$ cat config.mk
export PLATFORM = sky130hd
export DESIGN_NAME = data_pack_flat
export DESIGN_NICKNAME = d
export VERILOG_FILES = /design/src/rtl/data_pack_pkg.sv /design/src/rtl/data_pack_if.sv /design/src/rtl/data_pack_datapath.sv /design/src/rtl/data_pack.sv /design/src/flat_wrapper.sv
export SDC_FILE = /design/constraint.sdc
export NUM_CORES = 1
export LEC_CHECK = 0
export CELL_PAD_IN_SITES_DETAIL_PLACEMENT = 1
export CELL_PAD_IN_SITES_GLOBAL_PLACEMENT = 2
export CORE_ASPECT_RATIO = 1.1
export CORE_UTILIZATION = 29
export DETAILED_ROUTE_END_ITERATION = 10
export HOLD_SLACK_MARGIN = 0.12
export PLACE_DENSITY_LB_ADDON = 0.1
export REMOVE_ABC_BUFFERS = 1
export SYNTH_ARGS = -nofsm -noshare
export SYNTH_HDL_FRONTEND = slang
export SYNTH_SLANG_ARGS = --single-unit
$ cat constraint.sdc
create_clock -name clk -period 1.8 [get_ports clk]
set_clock_uncertainty 0.05 [all_clocks]
set_input_delay 0.18 -clock clk [delete_from_list [all_inputs] [get_ports clk]]
set_output_delay 0.18 -clock clk [all_outputs]
set_load 0.005 [all_outputs]
$ cat src/rtl/data_pack_pkg.sv
// Shared constants and types for the 7-bit packet to 32-bit word packer.
// Both the pack side and the matching unpack side use these widths.
package data_pack_pkg;

  localparam int unsigned PKT_W  = 7;
  localparam int unsigned WORD_W = 32;
  // Largest accumulator need: 31 held bits plus one full packet.
  localparam int unsigned ACC_W  = WORD_W + PKT_W - 1;
  // The fill counter only ever holds 0..31 between cycles.
  localparam int unsigned FILL_W = 5;

  typedef enum logic {
    RUN,
    FLUSH_WAIT
  } state_e;

endpackage

$ cat src/rtl/data_pack_if.sv
// Stream bus for data_pack.
//   in_data/in_valid/in_ready    : packet input, accepted on in_valid & in_ready
//   out_data/out_valid/out_ready : packed word output, consumed on out_valid & out_ready
// master = producer of packets / consumer of words; slave = the packer.
interface data_pack_if;
  import data_pack_pkg::*;

  logic [PKT_W-1:0]  in_data;
  logic              in_valid;
  logic              in_ready;
  logic [WORD_W-1:0] out_data;
  logic              out_valid;
  logic              out_ready;

  modport master (
    output in_data, in_valid, out_ready,
    input  in_ready, out_data, out_valid
  );

  modport slave (
    input  in_data, in_valid, out_ready,
    output in_ready, out_data, out_valid
  );

endinterface

$ cat src/rtl/data_pack_datapath.sv
// Datapath of the packer: 38-bit accumulator, fill counter and output register.
//   clk, rst   : clock, synchronous active-high reset
//   pkt_en     : append pkt at accumulator bit fill (shift-in), loading a word on overflow
//   flush_en   : load the zero-padded partial word and clear the accumulator
//   pkt        : packet to append
//   out_ready  : downstream consumes the output register this cycle
//   out_data   : output register contents
//   out_valid  : output register holds a word
//   out_free   : output register can take a new word this cycle
//   fill       : number of packed bits currently held
module data_pack_datapath
  import data_pack_pkg::*;
(
  input  logic              clk,
  input  logic              rst,
  input  logic              pkt_en,
  input  logic              flush_en,
  input  logic [PKT_W-1:0]  pkt,
  input  logic              out_ready,
  output logic [WORD_W-1:0] out_data,
  output logic              out_valid,
  output logic              out_free,
  output logic [FILL_W-1:0] fill
);

  logic [ACC_W-1:0]  acc_q, acc_d;
  logic [FILL_W-1:0] fill_q, fill_d;
  logic [WORD_W-1:0] out_data_q, out_data_d;
  logic              out_valid_q, out_valid_d;

  logic [ACC_W-1:0]  placed;
  logic [FILL_W-1:0] fill_next;
  logic              word_full;

  always_comb begin
    // Bits above fill are always zero, so OR-ing the packet in is enough.
    placed = acc_q | (ACC_W'(pkt) << fill_q);
    // The carry out of the 6-bit sum flags a full word; the low 5 bits are
    // already sum-32 in that case, so no separate subtract is needed.
    {word_full, fill_next} = {1'b0, fill_q} + (FILL_W + 1)'(PKT_W);

    acc_d       = acc_q;
    fill_d      = fill_q;
    out_data_d  = out_data_q;
    out_valid_d = out_valid_q & ~out_ready;

    if (flush_en) begin
      out_data_d  = acc_q[WORD_W-1:0];
      out_valid_d = 1'b1;
      acc_d       = '0;
      fill_d      = '0;
    end else if (pkt_en) begin
      fill_d = fill_next;
      if (word_full) begin
        out_data_d  = placed[WORD_W-1:0];
        out_valid_d = 1'b1;
        acc_d       = ACC_W'(placed[ACC_W-1:WORD_W]);
      end else begin
        acc_d = placed;
      end
    end
  end

  always_ff @(posedge clk) begin
    if (rst) begin
      acc_q       <= '0;
      fill_q      <= '0;
      out_data_q  <= '0;
      out_valid_q <= 1'b0;
    end else begin
      acc_q       <= acc_d;
      fill_q      <= fill_d;
      out_data_q  <= out_data_d;
      out_valid_q <= out_valid_d;
    end
  end

  assign out_data  = out_data_q;
  assign out_valid = out_valid_q;
  assign out_free  = ~out_valid_q | out_ready;
  assign fill      = fill_q;

endmodule

$ cat src/rtl/data_pack.sv
// Packs a contiguous LSB-first stream of 7-bit packets into 32-bit words.
//   clk, rst   : clock, synchronous active-high reset
//   bus        : data_pack_if.slave (packet input and word output handshakes)
//   flush      : single-cycle request to emit the partial word, zero-padded
//   fill       : packed bits currently held (0..31)
//   flush_done : one-cycle pulse when a flush completes
module data_pack
  import data_pack_pkg::*;
(
  input  logic              clk,
  input  logic              rst,
  data_pack_if.slave        bus,
  input  logic              flush,
  output logic [FILL_W-1:0] fill,
  output logic              flush_done
);

  state_e state_q, state_d;
  logic   flush_done_q, flush_done_d;
  logic   pkt_en, flush_en, out_free, in_ready;
  logic [FILL_W-1:0] fill_w;

  always_comb begin
    state_d      = state_q;
    flush_done_d = 1'b0;
    pkt_en       = 1'b0;
    flush_en     = 1'b0;
    in_ready     = 1'b0;

    case (state_q)
      RUN: begin
        in_ready = out_free & ~flush;
        if (flush) begin
          if (fill_w == '0) begin
            flush_done_d = 1'b1;
          end else if (out_free) begin
            flush_en     = 1'b1;
            flush_done_d = 1'b1;
          end else begin
            state_d = FLUSH_WAIT;
          end
        end else begin
          pkt_en = bus.in_valid & in_ready;
        end
      end
      FLUSH_WAIT: begin
        // Further flush requests are ignored here; one padded word is owed.
        if (out_free) begin
          flush_en     = 1'b1;
          flush_done_d = 1'b1;
          state_d      = RUN;
        end
      end
      default: state_d = RUN;
    endcase
  end

  always_ff @(posedge clk) begin
    if (rst) begin
      state_q      <= RUN;
      flush_done_q <= 1'b0;
    end else begin
      state_q      <= state_d;
      flush_done_q <= flush_done_d;
    end
  end

  data_pack_datapath u_datapath (
    .clk       (clk),
    .rst       (rst),
    .pkt_en    (pkt_en),
    .flush_en  (flush_en),
    .pkt       (bus.in_data),
    .out_ready (bus.out_ready),
    .out_data  (bus.out_data),
    .out_valid (bus.out_valid),
    .out_free  (out_free),
    .fill      (fill_w)
  );

  assign bus.in_ready = in_ready;
  assign fill         = fill_w;
  assign flush_done   = flush_done_q;

endmodule

$ cat src/flat_wrapper.sv
// flat-port wrapper written by rule: the top's interface ports become plain ports
module data_pack_flat import data_pack_pkg::*;
  (clk, rst, flush, fill, flush_done, bus_in_data, bus_in_valid, bus_out_ready, bus_in_ready, bus_out_data, bus_out_valid);
  data_pack_if bus_i ();
  input  logic clk;
  input  logic rst;
  input  logic flush;
  output logic [FILL_W-1:0] fill;
  output logic flush_done;
  input wire logic [$bits(bus_i.in_data)-1:0] bus_in_data;
  input wire logic [$bits(bus_i.in_valid)-1:0] bus_in_valid;
  input wire logic [$bits(bus_i.out_ready)-1:0] bus_out_ready;
  output wire logic [$bits(bus_i.in_ready)-1:0] bus_in_ready;
  output wire logic [$bits(bus_i.out_data)-1:0] bus_out_data;
  output wire logic [$bits(bus_i.out_valid)-1:0] bus_out_valid;
  assign bus_i.in_data = bus_in_data;
  assign bus_i.in_valid = bus_in_valid;
  assign bus_i.out_ready = bus_out_ready;
  assign bus_in_ready = bus_i.in_ready;
  assign bus_out_data = bus_i.out_data;
  assign bus_out_valid = bus_i.out_valid;
  data_pack u_core (.clk(clk), .rst(rst), .bus(bus_i), .flush(flush), .fill(fill), .flush_done(flush_done));
endmodule
## Yosys cells after proc, flatten, opt, wreduce, memory -nomap -nowiden

Cells that the tools add are included.

- Flip-flop bits (word level): 78
- Latch bits: 0
- RAM bits: 0
- ROM bits: 0
- Memories: 0

- $add $sub $neg: 1
- $mul: 0
- Divide/modulo/power cells: 0
- $lt $le $gt $ge: 0
- Equal/unequal tests: 0
- Shifts and indexed selects: 1
- Mux-type cells: 21
- Bitwise operators: 9
- Reductions and logical operators: 5

Operator list:

| operator | count |
|---|---|
| two-way mux 32 bit | 3 |
| two-way mux 38 bit | 1 |
| OR 38 bit | 1 |
| << shifter 7 x 5 -> 38 bit | 1 |
| two-way mux 1 bit | 14 |
| adder 5 x 3 -> 6 bit (second input constant) | 1 |
| case mux 1 bit (2 select lines) | 3 |
| logical NOT 5 bit | 1 |
| NOT 1 bit | 4 |
| nonzero test 2 bit | 2 |
| AND 1 bit | 3 |
| AND reduction 2 bit | 1 |
| OR reduction 2 bit | 1 |
| OR 1 bit | 1 |

## Longest topological paths before layout

Gate-level depths: netlist (run 1).

- Depth after elaboration: 8
- Mapped depth: 8
- Depth with buffers taken out: 6

## Cells and area by module

A second synthesis (run 1) with hierarchy kept.

- Cell total of the unflattened synthesis: 406
- Area, all modules: 3454.6 sq um

Modules (own cells, without submodules):

| module | instances | cells an instance | area each (sq um) | sequential area each (sq um) |
|---|---|---|---|---|
| data_pack_datapath | 1 | 393 | 3329.4 | 1521.5 |
| data_pack | 1 | 13 | 125.1 | 40.0 |

## Least setup slack after synthesis (run 1)

No wires, ideal clock.

- Kind: reg-to-reg
- Start: register u_core.u_datapath.fill_q[1] (netlist: u_core.u_datapath.fill[1])
- End: register u_core.u_datapath.out_data_q[26] (netlist: u_core.u_datapath.out_data[26])
- Library setup time: 0.132 ns
- Arrival: 1.692 ns
- Path slack: -0.074 ns
- Cell stages (with the launch flop): 6
- Cells stage by stage: dfxtp_1 -> mux2_2 -> mux2_2 -> a221o_1 -> a211oi_1 -> nor3_1

- Cells in the longest elaborated chain, start to end: 6
- Elaborated cells between the ends (all ways): 13
- Classes of those cells: add/sub (1); shift (1); mux (6); bitwise (1); reduce/logical (4)

RTL lines:

| element | line | source |
|---|---|---|
| from (decl) | data_pack_datapath.sv:27 | `logic [FILL_W-1:0] fill_q, fill_d;` |
| from (signal assigned) | data_pack_datapath.sv:72 | `fill_q <= fill_d;` |
| logical NOT 5 bit | data_pack.sv:34 | `if (fill_w == '0) begin` |
| two-way mux 1 bit | data_pack.sv:34 |  |
| two-way mux 1 bit | data_pack.sv:33 | `if (flush) begin` |
| case mux 1 bit (2 select lines) | data_pack.sv:30 | `case (state_q)` |
| nonzero test 2 bit (no source line) | -- |  |
| AND reduction 2 bit (no source line) | -- |  |
| to (signal assigned) | data_pack_datapath.sv:73 | `out_data_q <= out_data_d;` |
| to (decl) | data_pack_datapath.sv:28 | `logic [WORD_W-1:0] out_data_q, out_data_d;` |

Parallel ways exist; a longest one is shown, timed or not. The select of a mux whose other input is x is not followed.
A chain may end at the register's enable or synchronous reset.

## Worst setup path after layout (run 1)

Same ends and word-level chain as after synthesis.

==> run metrics, run 1 <==
H-tree Lvls 3; Layout Cells excl Fill 694; CP most frequent cell mux2_4; ys flop type dfxtp_1; CTS tree done; cells along the critical path mux2_4 > mux2_4 > a221o_1 > a211oi_2 > nor3_1; worst-case clock buffer depth 2; initial drt markers 113; # placed instances 676; first-pass GRT wire length 19,200 µm; crit path max fanout 7; post-synth top area cell dfxtp_1; Die Height 117 µm; Hold Fails Final Rpt 0; Die Wd 106 µm; failing checks negative setup slack; Yosys warnings 0; synth top area cells dfxtp_1, nor2_1, a21oi_1; f_max 0.538 GHz; Yosys top cell area share 0.449; Fillers 1,388; Root Driver clkbuf_16; CP max stage delay 0.40 ns; latest clock arrival within the worst-skew pair 0.34 ns; Worst setup SP type flop; Unique masters post-synth 57; Tcrit/Tclk final 1.03; DR vias/cell 5.00; drt first pass iters 4; Top Ports 52; RSZ-0062 raised after global routing true; Final Worst Setup Slack -0.0587 ns; Critical Path RT 1.96 ns; CP max-delay cell dfxtp_4; most frequent cell after synthesis dfxtp_1; status finished with violations; leakage power 0.00203 µW; critical path endpoint category flop; Nets 552; area of the multi-input gates 2030 µm²; Register Area 1570 µm²; Worst-path clk slew 0.06 ns; fin util 0.460; fin crit period 1.86 ns; core area 11,600 µm²; layout cells sized above 1 0.303; antenna cell count 0; Setup CP Type reg -> reg; DR DRC count 0; clock sink count 78; cts hold-fix bufs 0; PortBufs 51; Crit path arrival time 2.02 ns; EDFF count, synth 0; GRT Util Overall 0.208; initial antenna violation count 0; Initial Utilization 0.300; Final ANT Viol Nets 0; share of the yosys chip area belonging to registers 0.449; Rel. slew slack 0.725; grt ovf 0; most instantiated cells after synthesis dfxtp_1, nor2_1, nand2_1; cell count after synthesis 421; via count 3,469; min-delay worst type reg -> reg; # setup viols final 3; via count of the first global-routing pass 3,546; Slew Viols, Final 0; synthesized area per cell 8.27 µm²; row cnt 41; Placer Congestion 0.916; HPWL after DPL 9060 µm; routed length per instance 18.0 µm; asr flop ratio synth 0; VDD IR-drop max 0.000365 V; register bit total from synthesis 78; die area 12,400 µm²; PwrDens 924 nW/µm²; # Max-Cap Violations 0; Worst-Margin Slew 0.413 ns; Cell Area, Synth 3480 µm²; P&R area growth vs syn 53.4%; number of buffers created by CTS 9; Place WS -0.363 ns; pin count of the biggest net entering global routing 36; final wirelength 12,500 µm
registers in the layout, indices dropped and copies added (netlist names):
register,count
u_core.u_datapath.out_data,32
u_core.u_datapath.fill,5
u_core.flush_done,1
u_core.u_datapath.out_valid,1
u_core.u_datapath.acc_q,38
u_core.state_q,1
cells in the final DEF (no fill, tap or decap), types with 3 or more instances in the layout:
master and count:
buf_4 74, dfxtp_1 73, nor2_1 62, nand2_1 53, clkdlybuf4s50_1 50, a21oi_1 41, nor3_1 24, clkbuf_16 10
a31oi_1 9, a211oi_1 8, a211oi_2 8, nand2b_1 6, a21oi_2 6, buf_6 6, mux2_4 5, and2_1 5
buf_12 5, o21ai_1 4, nand3_1 4, clkinv_2 4, and3_1 3, nor2_2 3, a21o_1 3, inv_1 3
and3b_1 3, nor4_2 3, dfxtp_2 3
path summary, 6_finish.rpt:
kind | endpoint | slack [ns] | cells after the start | from
min reg2reg | u_core.u_datapath.out_data[10] | 0.40 | 2 | u_core.u_datapath.out_data[10]
max | u_core.u_datapath.out_data[26] | -0.06 | 5 | u_core.u_datapath.fill[1]
min | u_core.u_datapath.out_data[10] | 0.40 | 2 | u_core.u_datapath.out_data[10]
max reg2reg | u_core.u_datapath.out_data[26] | -0.06 | 5 | u_core.u_datapath.fill[1]
where the power goes:
group          switching, µW  internal, µW  total, µW
Combinational            698           690       1390
Clock                    740           929       1670
Sequential              61.3          1810       1870
layout make-up:
cell class,count,area share
inverter,5,0.00422
multi-input combinational,308,0.381
clock buffer,10,0.0429
timing repair buffer,137,0.236
clock inverter,6,0.00680
tap,150,0.0352
sequential,78,0.295
worst max-delay path: cells and delay by family (launching register included):
family / cells / cell delay [ns]
mux: 2 / 0.62
compound gates: 2 / 0.60
flops: 1 / 0.40
simple gates: 1 / 0.06
per-layer routing:
| metal | wire (µm) | share of wire | track usage | vias to the layer above |
|---|---|---|---|---|
| li1 | - | - | - | 1722 |
| met1 | 5940 | 0.48 | 0.268 | 1695 |
| met2 | 6110 | 0.49 | 0.353 | 41 |
| met3 | 254 | 0.020 | 0.0382 | 11 |
| met4 | 175 | 0.014 | 0.0721 | 0 |
| met5 | 0 | 0 | 0 | - |
what timing repair did:
action | 4_1_cts | 5_1_grt
pin swaps | 8 | 9
buffers inserted | 2 | 1
gates resized for setup | 34 | 37
setup endpoints to repair | 74 | 57
cloned | 0 | 1
logic make-up (layout without fill, tap and decap cells):
family | count (synthesis) | in the layout | share of synthesized area
AO/OA/AOI/OAI | 102 | 102 | 0.193
XOR/XNOR | 4 | 4 | 0.0101
adder cells (fa/ha/maj) | 1 | 1 | 0.00360
buffers and inverters | 35 | 158 | 0.0449
flip-flops | 78 | 78 | 0.449
multiplexers | 13 | 13 | 0.0471
AND/OR/NAND/NOR | 188 | 188 | 0.253
metrics by stage:
| stage | hold slack, ns | total power, µW | TNS, ns | area (µm²) |
|---|---|---|---|---|
| 2_1_floorplan | 0.199 | 2390 | -41.32 | 3340 |
| 3_3_place_gp | 0.387 | 3110 | -13.42 | 4730 |
| 3_5_place_dp | 0.397 | 3110 | -15.58 | 4730 |
| 4_1_cts | 0.404 | 4870 | -0.159 | 5140 |
| 5_1_grt | 0.421 | 5170 | -1.14 | 5340 |
| 6_report | 0.401 | 4930 | -0.112 | 5340 |
(Power assumes the default switching activity.)
==> run 2: changes to the inputs <==
--- a/config.mk
+++ b/config.mk
@@ -8,7 +8,7 @@
 export CELL_PAD_IN_SITES_DETAIL_PLACEMENT = 1
 export CELL_PAD_IN_SITES_GLOBAL_PLACEMENT = 2
 export CORE_ASPECT_RATIO = 1.1
-export CORE_UTILIZATION = 29
+export CORE_UTILIZATION = 32
 export DETAILED_ROUTE_END_ITERATION = 10
 export HOLD_SLACK_MARGIN = 0.12
 export PLACE_DENSITY_LB_ADDON = 0.1
==> constraint.sdc (replaced) <==
create_clock -name clk -period 2 [get_ports clk]
set_clock_uncertainty 0.05 [all_clocks]
set_input_delay 0.2 -clock clk [delete_from_list [all_inputs] [get_ports clk]]
set_output_delay 0.2 -clock clk [all_outputs]
set_load 0.005 [all_outputs]
==> run 2 against run 1 <==
Compared with the run above: the run now ends clean; combinational power fell by 22%; routed wire length down 1.7%; via count down 0.43%; non-clock buffer count decreased by 19; register-to-register slack better by 0.12 ns; core utilization is 2.0 points higher; largest cell class unchanged.
==> run metrics, run 2 (synthesized netlist as in run 1, its figures left out) <==
fin crit period 1.94 ns (+0.0783 ns); drt first pass iters 4 (unchanged); Die Wd 101 µm (-4.7%); HPWL after DPL 9040 µm (-0.20%); via count of the first global-routing pass 3,595 (+1.4%); Nets 533 (-3.4%); final total power 4650 µW (-5.7%); initial drt markers 104 (-8.0%); FF-to-FF End u_core.u_datapath.acc_q[10]; crit path max fanout 6 (-1); CTS tree done; Die Height 111 µm (-4.7%); hold path startpoint u_core.u_datapath.out_data[21]; die area 11,300 µm² (-9.2%); leakage power 0.00190 µW (-6.1%); number of buffers created by CTS 9 (unchanged); # setup viols final 0 (-3); Place WS -0.452 ns (-0.0888 ns); core area 10,500 µm² (-9.5%); r2r setup slk 0.06 ns (+0.12 ns); initial antenna violation count 0 (unchanged); Top Ports 52 (unchanged); worst-case clock buffer depth 2 (unchanged); Worst setup startpoint u_core.u_datapath.fill[1]; Root Driver clkbuf_16; Worst-path clk slew 0.06 ns (about the same); critical path endpoint category flop; H-tree Lvls 3 (unchanged); DR DRC count 0 (unchanged); Tcrit/Tclk final 0.969 (-0.0641); Initial Utilization 0.332 (+0.0315); largest register by flop count u_core.u_datapath.acc_q; first-pass GRT wire length 19,800 µm (+3.1%); DR vias/cell 5.17 (+3.4%); latest clock arrival within the worst-skew pair 0.34 ns (about the same); Critical Path RT 2.18 ns (+0.22 ns); layout cells sized above 1 0.221 (-0.0824); path depth of the worst reg2reg path 6 (+1); Hold Path Depth 2 (unchanged); row cnt 39 (-4.9%); PwrDens 923 nW/µm² (about the same); most common cell after layout, fill and taps aside dfxtp_1; VDD IR-drop max 0.000475 V (+30%); # Max-Cap Violations 0 (unchanged); flip-flop count of the largest register after layout 38 (unchanged); f_max 0.516 GHz (-4.0%); RSZ-0062 raised after global routing true; Setup CP Type reg -> reg; PortBufs 51 (unchanged); Worst setup SP type flop; commonest cells after routing, fill and taps aside dfxtp_1, nor2_1, buf_4; Placement Cell Area 4590 µm² (-3.1%); Crit path arrival time 2.12 ns (+0.10 ns); Slew Viols, Final 0 (unchanged); clock sink count 78 (unchanged); min-delay worst type reg -> reg; Hold Slack 0.402 ns (+0.00110 ns); GRT Util Overall 0.234 (+0.0262); antenna cell count 0 (unchanged); Hold Fails Final Rpt 0 (unchanged); Final Worst Setup Slack 0.0630 ns (+0.122 ns); final wirelength 12,300 µm (-1.7%); TNS Setup 0 ns (+0.112 ns); Rel. slew slack 0.705 (-0.0195); via count 3,454 (-0.43%); routed length per instance 18.4 µm (+2.1%); RR Startpoint u_core.u_datapath.fill[1]; Placer Congestion 0.908 (-0.86%); pin count of the biggest net entering global routing 36 (unchanged); Worst Hold Endpoint u_core.u_datapath.out_data[21]; P&R area growth vs syn 44.7%; Worst-Margin Slew 0.441 ns (+0.0283 ns); Final ANT Viol Nets 0 (unchanged); status finished, final reports clean; Final Cell Area 5030 µm² (-5.7%); grt ovf 0 (unchanged)
==> run 2: cell count changes in the layout (fill, tap and decap cells not counted), sizes merged <==
| cell | delta |
|---|---|
| clkinvlp | -1 |
| bufinv | +2 |
| clkdlybuf4s50 | +1 |
| buf | -18 |
| clkinv | -2 |
| dlygate4sd2 | -1 |
| inv | -1 |
| clkbuf | +1 |
==> run 2: final cells by class <==
cell class | instances | area, µm²
Clock buffer | 12 | 267
Clock inverter | 4 | 77.6
Fill cell | 1256 | 5460
Inverter | 5 | 22.5
Multi-Input combinational cell | 308 | 1830
Sequential cell | 78 | 1570
Tap cell | 143 | 179
Timing Repair Buffer | 118 | 1090
==> run 2: worst max-delay path by stage <==
stage               depth (start not counted)  slack [ns]                              to
detailed placement                          8       -0.45      u_core.u_datapath.acc_q[0]
finish                                      6        0.06     u_core.u_datapath.acc_q[10]
CTS                                         5       0.008      u_core.u_datapath.acc_q[0]
global route                                8      -0.004  u_core.u_datapath.out_data[30]
global placement                            8       -0.53      u_core.u_datapath.acc_q[0]
floorplan                                   6       -0.59     u_core.u_datapath.acc_q[16]
==> run 2: metal layers <==
metal	global-route usage	vias to the layer above	share of wire
met5	0	-	0
met4	0.0889	0	0.023
met3	0.0421	18	0.027
met2	0.390	63	0.49
met1	0.300	1686	0.46
li1	-	1687	-
==> run 2: timing repair <==
item / in CTS / in global routing
setup endpoints to repair: 28 / 23
gates cloned: 0 / 0
pin swaps: 1 / 2
hold buffers: 0 / 0
buffers inserted: 0 / 3
resized for setup: 10 / 9
==> run 2: report_power, final <==
part / total, µW / internal (µW) / switching, µW
clock network: 1880 / 1200 / 684
logic: 1090 / 510 / 578
registers: 1670 / 1630 / 45.9
total: 4650 / 3340 / 1310
==> run 2: worst max-delay path, stage by stage (launching register included) <==
cell	delay [ns]
dfxtp_4	0.38
mux2_2	0.38
mux2_2	0.29
a221o_1	0.38
buf_4	0.16
a21oi_1	0.14
nor2_1	0.05
==> run 2: per-stage QoR <==
stage	utilization	std cells
finish	0.480	668
global route	0.480	668
CTS	0.474	665
detailed placement	0.437	649
global placement	0.437	649
floorplan	-	391
==> run 3: changes to the inputs <==
--- a/config.mk
+++ b/config.mk
@@ -5,6 +5,7 @@
 export SDC_FILE = /design/constraint.sdc
 export NUM_CORES = 1
 export LEC_CHECK = 0
+export CAP_MARGIN = 20
 export CELL_PAD_IN_SITES_DETAIL_PLACEMENT = 1
 export CELL_PAD_IN_SITES_GLOBAL_PLACEMENT = 2
 export CORE_ASPECT_RATIO = 1.1
==> results of run 3 <==
The final DEF is identical to that of run 2; final timing and power are the same.
